$ cat src/rtl/branch_resolve_unit_if.sv
`default_nettype none
// ============================================================================
// Module      : branch_resolve_unit_if
// Description : Bundles the fetch push port, execute resolve port, flush,
//               predictor training port, redirect outputs and statistics of
//               the branch resolve unit.
//               master : driven by the surrounding pipeline (or a bench)
//               slave  : the branch_resolve_unit itself
//   pred_valid/pred_pc/pred_taken/pred_target  fetch push, pred_ready back
//   res_valid/res_taken/res_target             execute resolve of the head
//   flush                                      external squash
//   upd_en/upd_pc/upd_taken                    predictor training port
//   mispredict/redirect_pc                     fetch redirect
//   occupancy/n_branches/n_mispred             status and statistics
// Revision    : 1.0 - initial release
// ============================================================================
interface branch_resolve_unit_if #(
  parameter int DEPTH = 4,
  parameter int PC_W  = 32
);
  localparam int OCC_W = $clog2(DEPTH) + 1;

  logic             pred_valid;
  logic [PC_W-1:0]  pred_pc;
  logic             pred_taken;
  logic [PC_W-1:0]  pred_target;
  logic             pred_ready;
  logic             res_valid;
  logic             res_taken;
  logic [PC_W-1:0]  res_target;
  logic             flush;
  logic             upd_en;
  logic [PC_W-1:0]  upd_pc;
  logic             upd_taken;
  logic             mispredict;
  logic [PC_W-1:0]  redirect_pc;
  logic [OCC_W-1:0] occupancy;
  logic [31:0]      n_branches;
  logic [31:0]      n_mispred;

  modport master (
    output pred_valid, pred_pc, pred_taken, pred_target,
    input  pred_ready,
    output res_valid, res_taken, res_target, flush,
    input  upd_en, upd_pc, upd_taken, mispredict, redirect_pc,
    input  occupancy, n_branches, n_mispred
  );

  modport slave (
    input  pred_valid, pred_pc, pred_taken, pred_target,
    output pred_ready,
    input  res_valid, res_taken, res_target, flush,
    output upd_en, upd_pc, upd_taken, mispredict, redirect_pc,
    output occupancy, n_branches, n_mispred
  );
endinterface
`default_nettype wire

$ cat src/rtl/branch_resolve_unit.sv
`default_nettype none
// ============================================================================
// Module      : branch_resolve_unit
// Description : Resolve side of the global branch predictor. Each prediction
//               made at fetch is queued in a circular FIFO and checked, in
//               program order, against the outcome from execute. Drives the
//               predictor training port, raises mispredict/redirect and keeps
//               saturating branch / mispredict counters.
//   clk    : clock
//   rst_n  : synchronous reset, active-low, overrides every other input
//   bus    : branch_resolve_unit_if.slave (push, resolve, flush, training,
//            redirect, occupancy and statistics)
// Revision    : 1.0 - initial release
// ============================================================================
module branch_resolve_unit #(
  parameter int DEPTH = 4,
  parameter int PC_W  = 32
) (
  input  wire logic            clk,
  input  wire logic            rst_n,
  branch_resolve_unit_if.slave bus
);
  localparam int AW    = $clog2(DEPTH);
  localparam int OCC_W = AW + 1;
  localparam logic [PC_W-1:0]  C_PC_STEP = PC_W'(4);
  localparam logic [31:0]      C_CNT_MAX = 32'hFFFF_FFFF;
  localparam logic [OCC_W-1:0] C_FULL    = OCC_W'(DEPTH);

  // Entry storage: {pc, taken, target}
  logic [PC_W-1:0]  r_pc_q  [DEPTH];
  logic             r_tk_q  [DEPTH];
  logic [PC_W-1:0]  r_tgt_q [DEPTH];

  logic [AW-1:0]    r_rd;
  logic [AW-1:0]    r_wr;
  logic [OCC_W-1:0] r_occ;

  logic             r_upd_en;
  logic [PC_W-1:0]  r_upd_pc;
  logic             r_upd_taken;
  logic             r_mispredict;
  logic [PC_W-1:0]  r_redirect_pc;
  logic [31:0]      r_n_branches;
  logic [31:0]      r_n_mispred;

  logic             w_full;
  logic             w_pop;
  logic             w_mis;
  logic             w_push;
  logic [PC_W-1:0]  w_head_pc;
  logic             w_head_tk;
  logic [PC_W-1:0]  w_head_tgt;

  assign w_head_pc  = r_pc_q[r_rd];
  assign w_head_tk  = r_tk_q[r_rd];
  assign w_head_tgt = r_tgt_q[r_rd];
  assign w_full     = (r_occ == C_FULL);

  // A flush discards any same-cycle resolve; an empty queue ignores res_valid.
  assign w_pop = bus.res_valid && (r_occ != '0) && !bus.flush;

  // Target only matters when the branch was actually taken.
  assign w_mis = w_pop &&
                 ((w_head_tk != bus.res_taken) ||
                  (bus.res_taken && (w_head_tgt != bus.res_target)));

  // A push is lost when the queue is full, being flushed, or being squashed
  // by a mispredict at the same edge.
  assign w_push = bus.pred_valid && !w_full && !bus.flush && !w_mis;

  // Entry payload needs no reset: occupancy alone decides what is live.
  always_ff @(posedge clk) begin
    if (w_push) begin
      r_pc_q[r_wr]  <= bus.pred_pc;
      r_tk_q[r_wr]  <= bus.pred_taken;
      r_tgt_q[r_wr] <= bus.pred_taken ? bus.pred_target : '0;
    end
  end

  // Queue pointers and occupancy
  always_ff @(posedge clk) begin
    if (!rst_n) begin
      r_rd  <= '0;
      r_wr  <= '0;
      r_occ <= '0;
    end else if (bus.flush || w_mis) begin
      // Everything younger than the head is squashed; restart from slot 0.
      r_rd  <= '0;
      r_wr  <= '0;
      r_occ <= '0;
    end else begin
      if (w_push) r_wr <= r_wr + 1'b1;
      if (w_pop)  r_rd <= r_rd + 1'b1;
      case ({w_push, w_pop})
        2'b10:   r_occ <= r_occ + 1'b1;
        2'b01:   r_occ <= r_occ - 1'b1;
        default: r_occ <= r_occ;
      endcase
    end
  end

  // Registered training / redirect outputs, one cycle after the resolve edge
  always_ff @(posedge clk) begin
    if (!rst_n) begin
      r_upd_en      <= 1'b0;
      r_upd_pc      <= '0;
      r_upd_taken   <= 1'b0;
      r_mispredict  <= 1'b0;
      r_redirect_pc <= '0;
    end else begin
      r_upd_en     <= w_pop;
      r_mispredict <= w_mis;
      if (w_pop) begin
        r_upd_pc    <= w_head_pc;
        r_upd_taken <= bus.res_taken;
      end
      if (w_mis) begin
        r_redirect_pc <= bus.res_taken ? bus.res_target : (w_head_pc + C_PC_STEP);
      end
    end
  end

  // Saturating statistics
  always_ff @(posedge clk) begin
    if (!rst_n) begin
      r_n_branches <= '0;
      r_n_mispred  <= '0;
    end else begin
      if (w_pop && (r_n_branches != C_CNT_MAX)) r_n_branches <= r_n_branches + 1'b1;
      if (w_mis && (r_n_mispred  != C_CNT_MAX)) r_n_mispred  <= r_n_mispred + 1'b1;
    end
  end

  assign bus.pred_ready  = !w_full;
  assign bus.upd_en      = r_upd_en;
  assign bus.upd_pc      = r_upd_pc;
  assign bus.upd_taken   = r_upd_taken;
  assign bus.mispredict  = r_mispredict;
  assign bus.redirect_pc = r_redirect_pc;
  assign bus.occupancy   = r_occ;
  assign bus.n_branches  = r_n_branches;
  assign bus.n_mispred   = r_n_mispred;

endmodule
`default_nettype wire

$ cat src/flat_wrapper.sv
// flat-port wrapper written by rule: the top's interface ports become plain ports
module branch_resolve_unit_flat 
#(
  parameter int DEPTH = 4,
  parameter int PC_W  = 32
)
  (clk, rst_n, bus_pred_valid, bus_pred_pc, bus_pred_taken, bus_pred_target, bus_pred_ready, bus_res_valid, bus_res_taken, bus_res_target, bus_flush, bus_upd_en, bus_upd_pc, bus_upd_taken, bus_mispredict, bus_redirect_pc, bus_occupancy, bus_n_branches, bus_n_mispred);
  branch_resolve_unit_if #(.DEPTH(DEPTH), .PC_W(PC_W)) bus_i ();
  input  wire logic clk;
  input  wire logic rst_n;
  input wire logic [$bits(bus_i.pred_valid)-1:0] bus_pred_valid;
  input wire logic [$bits(bus_i.pred_pc)-1:0] bus_pred_pc;
  input wire logic [$bits(bus_i.pred_taken)-1:0] bus_pred_taken;
  input wire logic [$bits(bus_i.pred_target)-1:0] bus_pred_target;
  output wire logic [$bits(bus_i.pred_ready)-1:0] bus_pred_ready;
  input wire logic [$bits(bus_i.res_valid)-1:0] bus_res_valid;
  input wire logic [$bits(bus_i.res_taken)-1:0] bus_res_taken;
  input wire logic [$bits(bus_i.res_target)-1:0] bus_res_target;
  input wire logic [$bits(bus_i.flush)-1:0] bus_flush;
  output wire logic [$bits(bus_i.upd_en)-1:0] bus_upd_en;
  output wire logic [$bits(bus_i.upd_pc)-1:0] bus_upd_pc;
  output wire logic [$bits(bus_i.upd_taken)-1:0] bus_upd_taken;
  output wire logic [$bits(bus_i.mispredict)-1:0] bus_mispredict;
  output wire logic [$bits(bus_i.redirect_pc)-1:0] bus_redirect_pc;
  output wire logic [$bits(bus_i.occupancy)-1:0] bus_occupancy;
  output wire logic [$bits(bus_i.n_branches)-1:0] bus_n_branches;
  output wire logic [$bits(bus_i.n_mispred)-1:0] bus_n_mispred;
  assign bus_i.pred_valid = bus_pred_valid;
  assign bus_i.pred_pc = bus_pred_pc;
  assign bus_i.pred_taken = bus_pred_taken;
  assign bus_i.pred_target = bus_pred_target;
  assign bus_pred_ready = bus_i.pred_ready;
  assign bus_i.res_valid = bus_res_valid;
  assign bus_i.res_taken = bus_res_taken;
  assign bus_i.res_target = bus_res_target;
  assign bus_i.flush = bus_flush;
  assign bus_upd_en = bus_i.upd_en;
  assign bus_upd_pc = bus_i.upd_pc;
  assign bus_upd_taken = bus_i.upd_taken;
  assign bus_mispredict = bus_i.mispredict;
  assign bus_redirect_pc = bus_i.redirect_pc;
  assign bus_occupancy = bus_i.occupancy;
  assign bus_n_branches = bus_i.n_branches;
  assign bus_n_mispred = bus_i.n_mispred;
  branch_resolve_unit #(.DEPTH(DEPTH), .PC_W(PC_W)) u_core (.clk(clk), .rst_n(rst_n), .bus(bus_i));
endmodule
$ cat config.mk
export PLATFORM = sky130hd
export DESIGN_NAME = branch_resolve_unit_flat
export DESIGN_NICKNAME = d
export VERILOG_FILES = /design/src/rtl/branch_resolve_unit_if.sv /design/src/rtl/branch_resolve_unit.sv /design/src/flat_wrapper.sv
export SDC_FILE = /design/constraint.sdc
export NUM_CORES = 1
export LEC_CHECK = 0
export CAP_MARGIN = 5
export CORE_MARGIN = 5
export CORE_UTILIZATION = 55
export DETAILED_ROUTE_END_ITERATION = 16
export PLACE_DENSITY = 0.87
export SLEW_MARGIN = 10
export SYNTH_ARGS = -nofsm -noshare
export SYNTH_HDL_FRONTEND = slang
export SYNTH_SLANG_ARGS = --single-unit
$ cat constraint.sdc
create_clock -name clk -period 10.3 [get_ports clk]
set_input_delay 2.575 -clock clk [delete_from_list [all_inputs] [get_ports clk]]
set_output_delay 2.575 -clock clk [all_outputs]
set_load 0.01 [all_outputs]
==> results.yml <==
status:
  status: "complete, no violations"
yosys:
  syn_avg_cell_area_um2: 13.1
  synth_most_common_cell: "edfxtp_1"
  ys.flop_type: "edfxtp_1"
  synth_area_mm2: 0.0170
  synth_edf_count: 260
  yosysTopAreaCellShare_pct: 46.0
  synthArstFlopShare_pct: 0
  ys_seq_area_share_pct: 62.5
  syn_inst: 1301
  synth_largest_area_cell: "edfxtp_1"
  ys_warn_count: 0
  ys_ff_latch: 400
  synth_fp_nets: 1413
  synthTopCellsByArea: "edfxtp_1 46%, dfxtp_1 17%, mux4_2 5.8%"
  synth_cell_types: 65
  synth_commonest_cells: "260 x edfxtp_1, 140 x dfxtp_1, 128 x nand2_1"
clock_tree:
  htreeDepth: 2
  cts_resized: 0
  clock_path_buffers: 3
  cts_inserted_buffers: 39
  cts_root_buf: "clkbuf_16"
  clk_pin_slew_ns: 0.06
  postCtsHoldBufs: 0
  cts.sinks: 400
  tritoncts: "built"
  cts_setup_buffers: 0
  clk-insertion-delay-late_ns: 0.52
worst_setup_path:
  worst_setup_path_start_kind: "primary input"
  critical_path_arrival_ns: 6.11
  cp-end-kind: "flop"
  worst_r2r_endpoint: "u_core.bus.redirect_pc[16]"
  critPathMostFrequentCell: "nor4_1"
  setup.worst_path.class: "in2reg"
  ff2ff_path_depth: 10
  path_max_fanout: 102
  path_cells: "clkdlybuf4s50_1 -> xor2_1 -> nor4_1 -> nand2_1 -> nor4_1 -> a21o_4 -> buf_4 -> or2_2 -> o21ai_0"
  required_ns: 10.70
  slowest_delay_ns: 0.73
  slowest_stage: "buf_4"
  reg2reg_slack_ns: 5.44
min_path:
  hp-class: "reg2reg"
  hold-path-cell-count: 2
  holdCritStartpoint: "u_core.bus.upd_pc[12]"
  whs_endpoint: "u_core.bus.upd_pc[12]"
timing:
  whs_ns: 0.452
  timing.final.hold_violations: 0
  layout_min_cycle_time_ns: 5.71
  min_period_over_period_pct: 55.5
  fmax_mhz: 175
  finalSetupViolCount: 0
  tightest_slew_ns: 1.08
  setup_tns_ns: 0
  slew_violations: 0
  fin_ws_ns: 4.59
  rsz0062_at_grt: "false"
  skew_ns: 0.0104
  max_slew_margin_pct: 28.0
power_and_ir_drop:
  p_per_area_mw_per_mm2: 159
  leakage_nw: 6.78
  vdd_drop_max_v: 0.000108
drt:
  antenna_left: 0
  num_vias: 11600
  routed_via_density: 5.95
  routed_wl_mm: 43.2
  post_drt_wl_per_cell_um: 22.2
  drtIter0Drc: 1194
  drcViolationCount: 0
  drt-pass1-iter-count: 5
layout:
  n_fill_cell: 2058
  fin_util_pct: 68.1
  drive_above_1_share_pct: 9.04
  diodes: 0
  nets: 1633
  area_delta_synth_final_pct: 22.3
global_route:
  grt_pass1_vias: 11200
  antenna_found_initial: 1
  track_usage_pct: 24.3
  grt_overflow: 0
  grt_max_degree: 103
  grt_pass1_wl_mm: 64.6
floorplan:
  start_util_pct: 55.7
  io_pins: 238
  rows: 64
  dieHeight_um: 186
  die_area_mm2: 0.0345
  design.core.area_mm2: 0.0305
  die_x_um: 186
placed_design:
  gp_congestion: 0.861
  dp_hpwl_mm: 29.2
  place_ws_ns: 4.16
  io_buffers: 237
run:
  maxCapViolCount: 0
-- critical path, delay by kind of cell --
kind	cells	cell delay (ns)
AOI/OAI and AO/OA	2	0.43
xor gates and xnor gates	1	0.22
buffers and inverters	2	1.25
and+or+nand+nor	4	1.61
-- cell families after synthesis --
| logic type | Yosys count | synth area share (%) |
|---|---|---|
| AOI/OAI and AO/OA | 172 | 5.81 |
| DFF | 400 | 62.5 |
| adders and majority gates | 9 | 0.707 |
| and+or+nand+nor | 428 | 13.0 |
| muxes | 110 | 10.3 |
| xor gates and xnor gates | 90 | 4.64 |
| buffers and inverters | 92 | 3.01 |
-- worst max path at each step --
stage                       startpoint  slack [ns]  cells past startpoint                          to
finish              bus_res_target[10]        4.59                      9  u_core.bus.redirect_pc[16]
global route        bus_res_target[13]        4.42                      9  u_core.bus.redirect_pc[18]
floorplan                    bus_flush        4.34                     10         u_core.r_pc_q[0][0]
CTS                 bus_res_target[13]        4.65                      9  u_core.bus.redirect_pc[18]
global placement    bus_res_target[13]        4.13                      8        u_core.r_tgt_q[1][4]
detailed placement  bus_res_target[27]        4.16                      9  u_core.bus.redirect_pc[11]
-- cells in the final DEF (no fill, tap or decap), types with 5 or more instances in the layout --
cell / count
a211oi_1: 5
a21oi_1: 70
and2_1: 45
and3_1: 20
and4_1: 5
buf_4: 11
clkbuf_1: 11
clkbuf_16: 42
clkdlybuf4s50_1: 236
clkinv_2: 7
dfxtp_1: 138
edfxtp_1: 260
ha_1: 8
inv_1: 20
mux2_2: 6
mux2i_1: 54
mux4_1: 6
mux4_2: 44
nand2_1: 128
nand2b_1: 7
nand3_1: 49
nand4_1: 30
nor2_1: 66
nor3_1: 15
nor3_2: 6
nor4_1: 12
o21ai_0: 54
o31ai_1: 12
or3_1: 26
xnor2_1: 43
xor2_1: 47
-- stage by stage --
| step | power (mW) | std cells | cell area (µm²) |
|---|---|---|---|
| after floorplan | 1.85 | 1301 | 17000 |
| after detailed placement | 1.94 | 1876 | 19500 |
| final | 3.30 | 1945 | 20800 |
| after global routing | 3.40 | 1945 | 20800 |
| after global placement | 1.93 | 1876 | 19500 |
| after CTS | 3.31 | 1945 | 20800 |
-- power breakdown --
group | switching, mW | internal (mW) | leakage (nW)
Clock | 0.576 | 0.818 | 0.617
Sequential | 0.00697 | 1.73 | 3.50
Combinational | 0.0954 | 0.0764 | 2.66
-- layer usage --
layer  vias up  global-route usage [%]  part of all wire (%)
li1       5277                       -                     -
met1      5707                    32.3                    38
met2       498                    40.7                    49
met3        85                    5.37                   9.2
met4         2                    7.02                   3.1
met5         -                       0                 0.030
-- flip-flops by register name (all words and copies together), names as in the netlist, named ones only --
| name | count |
|---|---|
| u_core.bus.mispredict | 1 |
| u_core.bus.n_branches | 32 |
| u_core.bus.n_mispred | 32 |
| u_core.bus.occupancy | 3 |
| u_core.bus.redirect_pc | 32 |
| u_core.bus.upd_en | 1 |
| u_core.bus.upd_pc | 32 |
| u_core.bus.upd_taken | 1 |
| u_core.r_pc_q | 128 |
| u_core.r_rd | 2 |
| u_core.r_tgt_q | 128 |
| u_core.r_tk_q | 4 |
| u_core.r_wr | 2 |
-- cell type report --
| class | count | area [µm²] | share of cell area, % |
|---|---|---|---|
| Tap cell | 396 | 495 | 2.38 |
| Clock buffer | 57 | 1140 | 5.49 |
| Inverter | 23 | 86.3 | 0.415 |
| Sequential cell | 400 | 10600 | 51.1 |
| Multi-Input combinational cell | 809 | 5880 | 28.3 |
| Clock inverter | 12 | 106 | 0.512 |
| Timing Repair Buffer | 248 | 2450 | 11.8 |
(Power assumes the default switching activity.)
